===== src/rtl/seq_det_pkg.sv =====
// Shared defaults for the parameterised serial sequence detector.
//   DEFAULT_MAX_LEN  : widest pattern the history register can hold
//   DEFAULT_CNT_W    : width of the saturating match counter
//   DEFAULT_PATTERN  : pattern loaded at reset, zero-extended to 32 bits.
//                      Bit DEFAULT_LEN-1 is the first bit received.
//   DEFAULT_LEN      : pattern length loaded at reset
package seq_det_pkg;

  localparam int          DEFAULT_MAX_LEN = 8;
  localparam int          DEFAULT_CNT_W   = 8;
  localparam logic [31:0] DEFAULT_PATTERN = 32'b110011;
  localparam int          DEFAULT_LEN     = 6;

endpackage : seq_det_pkg


===== src/rtl/sat_counter.sv =====
// Saturating up-counter with synchronous clear.
//   clk   : clock, rising edge
//   reset : synchronous active-high reset, clears q
//   clr   : synchronous clear, takes priority over inc
//   inc   : count up by one unless already all ones
//   q     : current count
//   sat   : high while q is all ones
module sat_counter #(
  parameter int WIDTH = 8
) (
  input  logic             clk,
  input  logic             reset,
  input  logic             clr,
  input  logic             inc,
  output logic [WIDTH-1:0] q,
  output logic             sat
);

  assign sat = &q;

  // NOTE: clocked state is written with non-blocking assignments so every
  // register samples the pre-edge values of the others.
  always_ff @(posedge clk) begin
    if (reset) begin
      q <= '0;
    end else if (clr) begin
      q <= '0;
    end else if (inc && !sat) begin
      q <= q + WIDTH'(1);
    end
  end

endmodule : sat_counter


===== src/rtl/seq_detect_param.sv =====
// Runtime-configurable serial pattern detector.
//   clk         : clock, rising edge
//   reset       : synchronous active-high reset, restores default pattern
//   in          : serial data bit, accepted when in_valid is high
//   in_valid    : qualifies in
//   overlap     : 1 = a match's tail may begin the next match
//   cfg_we      : load cfg_pattern / cfg_len this edge
//   cfg_pattern : new pattern, bit cfg_len-1 received first
//   cfg_len     : new pattern length, legal range 2..MAX_LEN
//   clr_cnt     : clear the match counter
//   out         : one-cycle pulse the cycle after the completing bit
//   match_cnt   : saturating number of matches
//   cnt_sat     : high while match_cnt is all ones
//   cfg_err     : one-cycle pulse after a rejected configuration write
module seq_detect_param
  import seq_det_pkg::*;
#(
  parameter int                 MAX_LEN     = DEFAULT_MAX_LEN,
  parameter int                 CNT_W       = DEFAULT_CNT_W,
  parameter logic [MAX_LEN-1:0] DEF_PATTERN = MAX_LEN'(DEFAULT_PATTERN),
  parameter int                 DEF_LEN     = DEFAULT_LEN
) (
  input  logic                     clk,
  input  logic                     reset,
  input  logic                     in,
  input  logic                     in_valid,
  input  logic                     overlap,
  input  logic                     cfg_we,
  input  logic [MAX_LEN-1:0]       cfg_pattern,
  input  logic [$clog2(MAX_LEN):0] cfg_len,
  input  logic                     clr_cnt,
  output logic                     out,
  output logic [CNT_W-1:0]         match_cnt,
  output logic                     cnt_sat,
  output logic                     cfg_err
);

  localparam int               LEN_W    = $clog2(MAX_LEN) + 1;
  localparam logic [LEN_W-1:0] FILL_MAX = LEN_W'(MAX_LEN);

  logic [MAX_LEN-1:0] history;
  logic [MAX_LEN-1:0] pattern;
  logic [MAX_LEN-1:0] shifted;
  logic [MAX_LEN-1:0] mask;
  logic [LEN_W-1:0]   fill;
  logic [LEN_W-1:0]   len;
  logic               cfg_len_ok;
  logic               cfg_accept;
  logic               fill_ok;
  logic               hit_next;

  // History as it will look once the current bit is shifted in.
  assign shifted = {history[MAX_LEN-2:0], in};

  // NOTE: every variable assigned in always_comb gets a default first so
  // no path leaves it holding its old value, which would infer a latch.
  always_comb begin
    mask = '0;
    for (int i = 0; i < MAX_LEN; i++) begin
      mask[i] = (i < int'(len));
    end
  end

  assign cfg_len_ok = (cfg_len >= LEN_W'(2)) && (cfg_len <= FILL_MAX);
  assign cfg_accept = cfg_we && cfg_len_ok;

  // len is never below 2, so len-1 cannot underflow; fill >= len-1 is the
  // same test as "this bit brings the count of usable bits up to len".
  assign fill_ok = (fill >= len - LEN_W'(1));

  // An accepted configuration write discards the bit arriving with it.
  assign hit_next = in_valid && !cfg_accept && fill_ok &&
                    ((shifted & mask) == (pattern & mask));

  always_ff @(posedge clk) begin
    if (reset) begin
      history <= '0;
      fill    <= '0;
      out     <= 1'b0;
      cfg_err <= 1'b0;
      pattern <= DEF_PATTERN;
      len     <= LEN_W'(DEF_LEN);
    end else begin
      out     <= hit_next;
      cfg_err <= cfg_we && !cfg_len_ok;
      if (cfg_accept) begin
        pattern <= cfg_pattern;
        len     <= cfg_len;
        history <= '0;
        fill    <= '0;
      end else if (in_valid) begin
        history <= shifted;
        // Without overlap the completing bit must not start the next match,
        // so a hit forgets every bit seen so far.
        if (hit_next && !overlap) begin
          fill <= '0;
        end else if (fill != FILL_MAX) begin
          fill <= fill + LEN_W'(1);
        end
      end
    end
  end

  sat_counter #(
    .WIDTH (CNT_W)
  ) u_match_cnt (
    .clk   (clk),
    .reset (reset),
    .clr   (clr_cnt),
    .inc   (hit_next),
    .q     (match_cnt),
    .sat   (cnt_sat)
  );

endmodule : seq_detect_param


===== config.mk =====
export PLATFORM = sky130hd
export DESIGN_NAME = seq_detect_param
export DESIGN_NICKNAME = d
export VERILOG_FILES = /design/src/rtl/seq_det_pkg.sv /design/src/rtl/sat_counter.sv /design/src/rtl/seq_detect_param.sv
export SDC_FILE = /design/constraint.sdc
export NUM_CORES = 1
export LEC_CHECK = 0
export CAP_MARGIN = 0
export CORE_UTILIZATION = 60
export DETAILED_ROUTE_END_ITERATION = 8
export DONT_BUFFER_PORTS = 1
export PLACE_DENSITY = 0.74
export SLEW_MARGIN = 10
export SYNTH_ARGS = -nofsm -noshare
export SYNTH_HDL_FRONTEND = slang
export SYNTH_SLANG_ARGS = --single-unit

===== constraint.sdc =====
create_clock -name clk -period 4.2 [get_ports clk]
set_input_delay 0.84 -clock clk [delete_from_list [all_inputs] [get_ports clk]]
set_output_delay 0.84 -clock clk [all_outputs]
set_load 0.02 [all_outputs]

== Word level (Yosys, flattened, before mapping) ==
Index checks and enable logic that the tools add are counted.

* Add/subtract/negate cells: 3
* Magnitude comparators: 11
* Equal/unequal tests: 2
* Multiplexer cells: 2
* Bitwise logic cells: 2
* Reduce and logical (&&, ||, !) cells: 17

{| class="wikitable"
|+ Operators with widths
! operator !! count
|-
| $and 8x8->8 || 2
|-
| $lt 3x4->1 const A || 4
|-
| $add 8x1->8 const B || 1
|-
| $eq 8x8->1 || 1
|-
| $logic_and 1x1->1 || 8
|-
| $lt 1x4->1 const A || 2
|-
| $lt 2x4->1 const A || 2
|-
| $mux 4 || 2
|-
| $reduce_and 8->1 || 1
|-
| $add 4x1->4 const B || 1
|-
| $ge 4x2->1 const B || 1
|-
| $ge 4x4->1 || 1
|-
| $le 4x4->1 const B || 1
|-
| $logic_not 1->1 || 4
|-
| $ne 4x4->1 const B || 1
|-
| $reduce_or 2->1 || 2
|-
| $sub 4x1->4 const B || 1
|-
| $reduce_and 2->1 || 1
|-
| $reduce_bool 2->1 || 1
|}

* Register bits after elaboration: 33
* Output and inout bits: 11
* Word-level logic and storage cells: 44

== Depth between registers and ports, before layout ==
Gate-level depths: netlist of run 1.

* Depth after elaboration: 10
* Gate-level depth with buffers: 11
* Depth with buffers taken out: 10

== By module ==
A second synthesis of run 1 with hierarchy kept.

* Cell total of the unflattened synthesis: 185
* Area total of the unflattened synthesis: 1,735.4 um2

{| class="wikitable"
|+ Modules (own cells, without submodules)
! module !! times used !! cells an instance !! area each (um2) !! sequential area each (um2)
|-
| seq_detect_param || 1 || 140 || 1,310.0 || 500.5
|-
| sat_counter || 1 || 45 || 425.4 || 160.2
|}

== Worst setup path after synthesis of run 1 ==
Ideal clock, no wire load.

* Path type: reg2reg
* Start point: reg len[0]
* End point: reg u_match_cnt.q[1]
* Data arrival time: 2.197 ns
* Required time: 4.076 ns
* Path slack: 1.878 ns
* Stages on the path, launching flop included: 10
* Period minus slack after synthesis: 2.322 ns
* Cell sequence: dfxtp_1 > inv_1 > ha_1 > ha_1 > a2111oi_0 > a2111oi_4 > nand3_2 > buf_6 > mux2i_1 > nor2_1

* Cells in the longest elaborated chain, start to end: 5
* Elaborated cells on any way between the ends: 16

{| class="wikitable"
|+ Ends and longest elaborated chain
! element !! RTL line !! source
|-
| from (decl) || seq_detect_param.sv:46 || <nowiki>logic [LEN_W-1:0] len;</nowiki>
|-
| from (signal assigned) || seq_detect_param.sv:82 || <nowiki>len <= LEN_W'(DEF_LEN);</nowiki>
|-
| from (signal assigned) || seq_detect_param.sv:88 || <nowiki>len <= cfg_len;</nowiki>
|-
| $sub 4x1->4 (tied with other cells) || seq_detect_param.sv:69 || <nowiki>assign fill_ok = (fill >= len - LEN_W'(1));</nowiki>
|-
| $ge 4x4->1 / $and 8x8->8 (equally long branches) || seq_detect_param.sv:69, seq_detect_param.sv:73 ||
|-
| $logic_and 1x1->1 / $eq 8x8->1 (equally long branches) || seq_detect_param.sv:72, seq_detect_param.sv:73 ||
|-
| $logic_and 1x1->1 (*) || seq_detect_param.sv:72 || <nowiki>assign hit_next = in_valid && !cfg_accept && fill_ok &&</nowiki>
|-
| $logic_and 1x1->1 (*) || sat_counter.sv:28 || <nowiki>end else if (inc && !sat) begin</nowiki>
|-
| to (signal assigned) || sat_counter.sv:29 || <nowiki>q <= q + WIDTH'(1);</nowiki>
|-
| to (decl) || sat_counter.sv:15 || <nowiki>output logic [WIDTH-1:0] q,</nowiki>
|}

Mark *: on every way between the ends. The rest lies on a longest branch, timed or not.
A chain may end at the register's enable or synchronous reset.

== Worst setup path in the final report of run 1 ==
* Start point: reg len[0]
* End point: reg u_match_cnt.q[7]

Same word-level chain as after synthesis.

==> impl_results.md, run 1 <==
- Run status: completed
- Num CTS Buffers: 5
- Commonest non-fill, non-tap cell in the layout: dfxtp_1
- Synth Area in XOR/XNOR: 7.45%
- Register bit total from synthesis: 33
- Routability cong.: 0.883
- DR vias: 1310
- Most frequent CP cell: ha_1
- Peak fanout along the critical path: 12
- Max stage delay cell, worst path: or3_2
- Critical path cell sequence: inv_1 -> ha_1 -> ha_1 -> a2111oi_0 -> a2111oi_4 -> nand3_2 -> or3_2 -> a21oi_1
- Max H-tree Level: 2
- Worst VDD drop: 0.339 mV
- Yosys top cell area share: 37.5%
- EDFF count, synth: 0
- Compound-cell area share of the yosys netlist: 15.4%
- Share of post-route cells with drive strength above 1: 9.57%
- Critical Path AT: 2.92 ns
- Global-route wire length before repair: 5.60 mm
- CTS tree: yes
- Mux contribution to synthesized area: 7.38%
- Final hold vios: 0
- R2r setup slk: 1.54 ns
- Starting DRT DRC Count: 30
- Vias per cell: 5.98
- Row cnt: 19
- Residual DRC: 0
- Worst R2R Start: len[0]
- Synth Area in Simple Gates: 20.7%
- Synth cell types: 43
- Worst-margin pin slew: 0.775 ns
- Clk_skew: 0.0124 ns
- Hold path depth: 2
- Die Y: 56.2 µm
- Fin crit share: 63.3%
- Fill cells: 242
- Cells after synthesis: 188
- Antenna fix cells: 0
- Cell Area, Synth: 1760 µm²
- Clock Sinks: 33
- Synth warnings: 0
- GRT Overall Usage: 23.1%
- Final nets: 216
- Grt total ovfl: 0
- Crit path time final: 2.66 ns
- Vias in the first global route: 1294
- Place WS: 1.55 ns
- Most frequent cells in the layout: dfxtp_1, nor2_1, mux2i_1
- Antenna viol nets, final: 0
- Clk_lat worst skew: 0.34 ns
- Largest net degree at the start of global routing: 20
- Area leader, netlist: dfxtp_1
- Io pins: 30
- Syn avg cell area: 9.38 µm²
- Clock transition at the registers of the reported paths: 0.10 ns
- HP Start: pattern[7]
- Hold WS: 0.534 ns
- Worst r2r path cells: 8
- Setup TNS: 0 ns
- CTS resizes: 0
- Core Util, Final: 64.6%
- CORE AREA: 2780 µm²
- Final Worst Setup Slack: 1.54 ns
- Crit Reg-Reg Endpoint: u_match_cnt.q[7]
- Wirelength, routed: 3.21 mm
- Die area: 3160 µm²
- Leakage power: 0.667 nW
- Startpoint Class: flip-flop
- Worst hold endpoint: pattern[7]
- Hold/Removal Path Class: reg -> reg
- Synth Area in Adders: 7.10%
- Initial Util: 63.4%
- Max cap viols: 0
- Antenna violations before repair: 0
- Layout Cells excl Fill: 219
- RSZ-0062 raised after global routing: false
- F_max: 0.376 GHz
- Post-Place Cells: 211
- Per-cell routed wire length: 14.7 µm
- Pwr Total: 0.575 mW
- Fin area: 1800 µm²
- Setup Buffers After CTS: 0
- Setup crit end kind: flip-flop
- Hold buffers post-CTS: 0
- Worst EP required: 4.47 ns
- CTS Buffer Depth: 2
- Slew HR: 47.0%
- First-pass DRT Iterations: 4
- Critical path class: reg -> reg
- Mapped Nets: 217
- HPWL Detailed: 2.41 mm
- Root Buffer: clkbuf_4
- Slew Limit Fails: 0
- Pwr Density: 320 nW/µm²
- DP Area: 1740 µm²
- Final number of setup-violating endpoints: 0
- Async set or reset register ratio after synthesis: 0%
- Sequential share of the synthesized area: 37.5%
- Top post-synthesis cells by area: dfxtp_1, mux2i_1, ha_1, nor2_1, xnor2_1
- Area Growth Syn to Fin: 1.92%
- Most used DFF post-synth: dfxtp_1
- Main combinational cell family by area after synthesis: simple AND/OR/NAND/NOR gates
- CP peak stage delay: 0.51 ns
- Die X: 56.2 µm
- Port Buf Inserts: 0
==> flip-flops by register name, indices dropped and copies added, names as in the netlist <==
signal and cells:
cfg_err 1, out 1, len 4, u_match_cnt.q 8, history 7, pattern 8, fill 4
==> critical path: cells and delay by family (launching register included) <==
family | cells | cell delay [ns]
compound gates | 3 | 0.70
buf+inv | 1 | 0.10
simple gates | 2 | 0.79
flops | 1 | 0.42
fa+ha+maj | 2 | 0.58
==> worst max-delay path by stage <==
| stage | startpoint | cells past startpoint | slack [ns] | endpoint |
|---|---|---|---|---|
| floorplan | len[0] | 9 | 1.88 | u_match_cnt.q[1] |
| global placement | cfg_len[1] | 5 | 1.58 | fill[1] |
| detailed placement | cfg_len[1] | 5 | 1.55 | fill[2] |
| CTS | len[0] | 8 | 1.54 | u_match_cnt.q[7] |
| global route | len[0] | 9 | 1.32 | u_match_cnt.q[7] |
| finish | len[0] | 8 | 1.54 | u_match_cnt.q[7] |
==> cell type report <==
| class | count | area [µm²] | area share, % |
|---|---|---|---|
| Clock buffer | 5 | 37.5 | 2.09 |
| Clock inverter | 3 | 17.5 | 0.975 |
| Inverter | 5 | 18.8 | 1.04 |
| Multi-Input combinational cell | 142 | 1020 | 57.0 |
| Sequential cell | 33 | 661 | 36.8 |
| Tap cell | 31 | 38.8 | 2.16 |
==> cells in the mapped netlist, types with 2 or more instances <==
cell type	number
inv_1	5
or2_2	2
nand4_1	2
nand3_1	4
o21a_1	2
buf_4	2
nor2_1	26
nor3_2	2
ha_1	10
or3_1	4
xor2_1	5
o21ai_0	10
nand2_1	6
dfxtp_1	33
nor2b_1	6
and3_1	2
nand2b_1	2
a21oi_1	10
xnor2_1	10
a211o_1	6
mux2i_1	13
buf_6	3
clkbuf_1	2
o21bai_1	2
==> routing by layer <==
metal / up-vias / GRT usage (%) / part of all wire, %
li1: 655 / - / -
met1: 623 / 26.6 / 45
met2: 27 / 39.3 / 48
met3: 5 / 6.98 / 5.4
met4: 0 / 10.1 / 1.9
met5: - / 0 / 0
==> where the power goes <==
| group | switching, mW | leakage, nW | internal [mW] |
|---|---|---|---|
| clock network | 0.110 | 0.0310 | 0.0630 |
| registers | 0.0105 | 0.268 | 0.323 |
| logic | 0.0340 | 0.368 | 0.0349 |
| total | 0.155 | 0.667 | 0.420 |
==> cells by family after synthesis <==
group                    count (synthesis)
AND/OR/NAND/NOR                         67
AO/OA/AOI/OAI                           37
flip-flops                              33
XOR/XNOR                                15
buffers and inverters                   13
multiplexers                            13
adder cells (fa/ha/maj)                 10
No activity file was read; power rests on OpenSTA's default activity.
==> inputs of run 2 (changes only) <==
==> constraint.sdc (replaced) <==
create_clock -name clk -period 2.6 [get_ports clk]
set_input_delay 0.52 -clock clk [delete_from_list [all_inputs] [get_ports clk]]
set_output_delay 0.52 -clock clk [all_outputs]
set_load 0.02 [all_outputs]
==> run 2 against run 1 <==
  * Combinational power is 77% higher
  * Non-clock buffer count is 6 higher
  * Sequential cell count stayed put
  * Largest cell class unchanged
==> impl_results.md, run 2 (synthesis results as in run 1) <==
- Run status: completed
- Place WS: 0.0454 ns
- Setup crit end kind: flip-flop
- Worst r2r path cells: 11
- Setup TNS: 0 ns
- Antenna violations before repair: 0
- Row cnt: 19
- Layout Cells excl Fill: 225
- Io pins: 30
- Residual DRC: 0
- Commonest non-fill, non-tap cell in the layout: dfxtp_1
- Die Y: 56.2 µm
- Root Buffer: clkbuf_4
- Antenna viol nets, final: 0
- Initial Util: 63.4%
- F_max: 0.414 GHz
- Num CTS Buffers: 5
- Starting DRT DRC Count: 35
- Worst EP required: 2.86 ns
- HPWL Detailed: 2.42 mm
- Final hold vios: 0
- Peak fanout along the critical path: 12
- Sw frac: 22.6%
- Final number of setup-violating endpoints: 0
- Hold WS: 0.248 ns
- Fill cells: 235
- Max H-tree Level: 2
- Slew Limit Fails: 0
- Logic pwr share: 11.6%
- Final nets: 222
- Worst VDD drop: 0.584 mV
- Vias per cell: 5.86
- Wirelength, routed: 3.28 mm
- Net Sw Power: 0.237 mW
- Crit path time final: 2.42 ns
- Largest regs: pattern: 8 flops, u_match_cnt.q: 8 flops, history: 7 flops
- P_int: 0.811 mW
- Pwr Density: 557 nW/µm²
- Clk_lat worst skew: 0.33 ns
- Hold/Removal Path Class: in -> reg
- Final Worst Setup Slack: 0.183 ns
- Leakage power: 0.711 nW
- Per-cell routed wire length: 14.6 µm
- Hold path depth: 1
- Port Buf Inserts: 0
- Routability cong.: 0.852
- Share of post-route cells with drive strength above 1: 12.9%
- Die X: 56.2 µm
- CTS tree: yes
- Grt total ovfl: 0
- Clock transition at the registers of the reported paths: 0.09 ns
- CORE AREA: 2780 µm²
- Clk network pwr share: 37.5%
- DR vias: 1319
- Critical path cell sequence: inv_1 -> ha_2 -> xnor2_1 -> ha_1 -> o21a_1 -> o22ai_1 -> a211oi_2 -> buf_4 -> nand3_4 -> or3_2 -> a21oi_1
- Largest net degree at the start of global routing: 17
- Critical path class: reg -> reg
- Clk_skew: 0.00324 ns
- Clock Sinks: 33
- Global-route wire length before repair: 5.64 mm
- CTS Buffer Depth: 2
- Post-Place Cells: 216
- Sequential share of power: 50.9%
- Worst-margin pin slew: 0.795 ns
- Most frequent cells in the layout: dfxtp_1, nor2_1, mux2i_1
- CP peak stage delay: 0.48 ns
- Antenna fix cells: 0
- Critical Path AT: 2.68 ns
- Hold buffers post-CTS: 0
- Area Growth Syn to Fin: 6.81%
- Max cap viols: 0
- First-pass DRT Iterations: 4
- Fin crit share: 93.0%
- Startpoint Class: flip-flop
- GRT Overall Usage: 23.3%
- Slew HR: 45.6%
- Vias in the first global route: 1308
- Max stage delay cell, worst path: or3_2
- Die area: 3160 µm²
==> run 2: changes by cell type in the layout (fill, tap and decap cells not counted), sizes merged <==
cell	previous run	this run
clkinv	2	0
clkinvlp	1	0
buf	0	6
clkbuf	5	7
bufinv	0	1
==> run 2: path summary, 6_finish.rpt <==
check	to	from	slack (ns)
setup / recovery	u_match_cnt.q[7]	len[1]	0.18
hold / removal	len[3]	reset	0.25
setup reg to reg	u_match_cnt.q[7]	len[1]	0.18
hold reg to reg	pattern[7]	pattern[7]	0.53
==> run 2: layout make-up <==
cell class	instances	area, µm²	area share, %
clock buffers	7	55.1	2.92
clock inverters	1	30.0	1.59
inverters	5	18.8	0.997
multi-input cells	142	1030	54.9
flip-flops and latches	33	662	35.1
well taps	31	38.8	2.06
repair buffers	6	45.0	2.39
==> run 2: what timing repair did <==
item                       4_1_cts  5_1_grt
gates resized for setup          0        3
setup endpoints to repair        0        9
buffers inserted                 0        1
==> run 2: per-stage QoR <==
stage               total power, mW  cell area [µm²]  util (%)
floorplan                     0.650             1760         -
global placement              0.658             1780      64.0
detailed placement            0.665             1780      64.0
CTS                            1.06             1860      67.0
global route                   1.10             1880      67.7
finish                         1.05             1880      67.7
==> run 2: critical path, delay by kind of cell, from the launching register on <==
| family | cells | cell delay, ns |
|---|---|---|
| adders and majority gates | 2 | 0.47 |
| DFF | 1 | 0.37 |
| AOI/OAI and AO/OA | 4 | 0.55 |
| and+or+nand+nor | 2 | 0.60 |
| xor gates and xnor gates | 1 | 0.13 |
| buffers and inverters | 2 | 0.24 |
==> run 2: layer usage <==
| layer | vias up | global-route usage, % | routed length [µm] |
|---|---|---|---|
| li1 | 669 | - | - |
| met1 | 618 | 27.0 | 1480 |
| met2 | 27 | 38.8 | 1600 |
| met3 | 5 | 8.14 | 153 |
| met4 | 0 | 9.76 | 53 |
| met5 | - | 0 | 0 |
==> run 2: power by group through the flow <==
stage / Clock [mW] / Combinational [mW] / Sequential [mW]
final: 0.393 / 0.122 / 0.534
after global placement: 0 / 0.114 / 0.545
after floorplan: 0 / 0.108 / 0.543
after detailed placement: 0 / 0.120 / 0.545
after CTS: 0.403 / 0.121 / 0.534
after global routing: 0.424 / 0.138 / 0.536
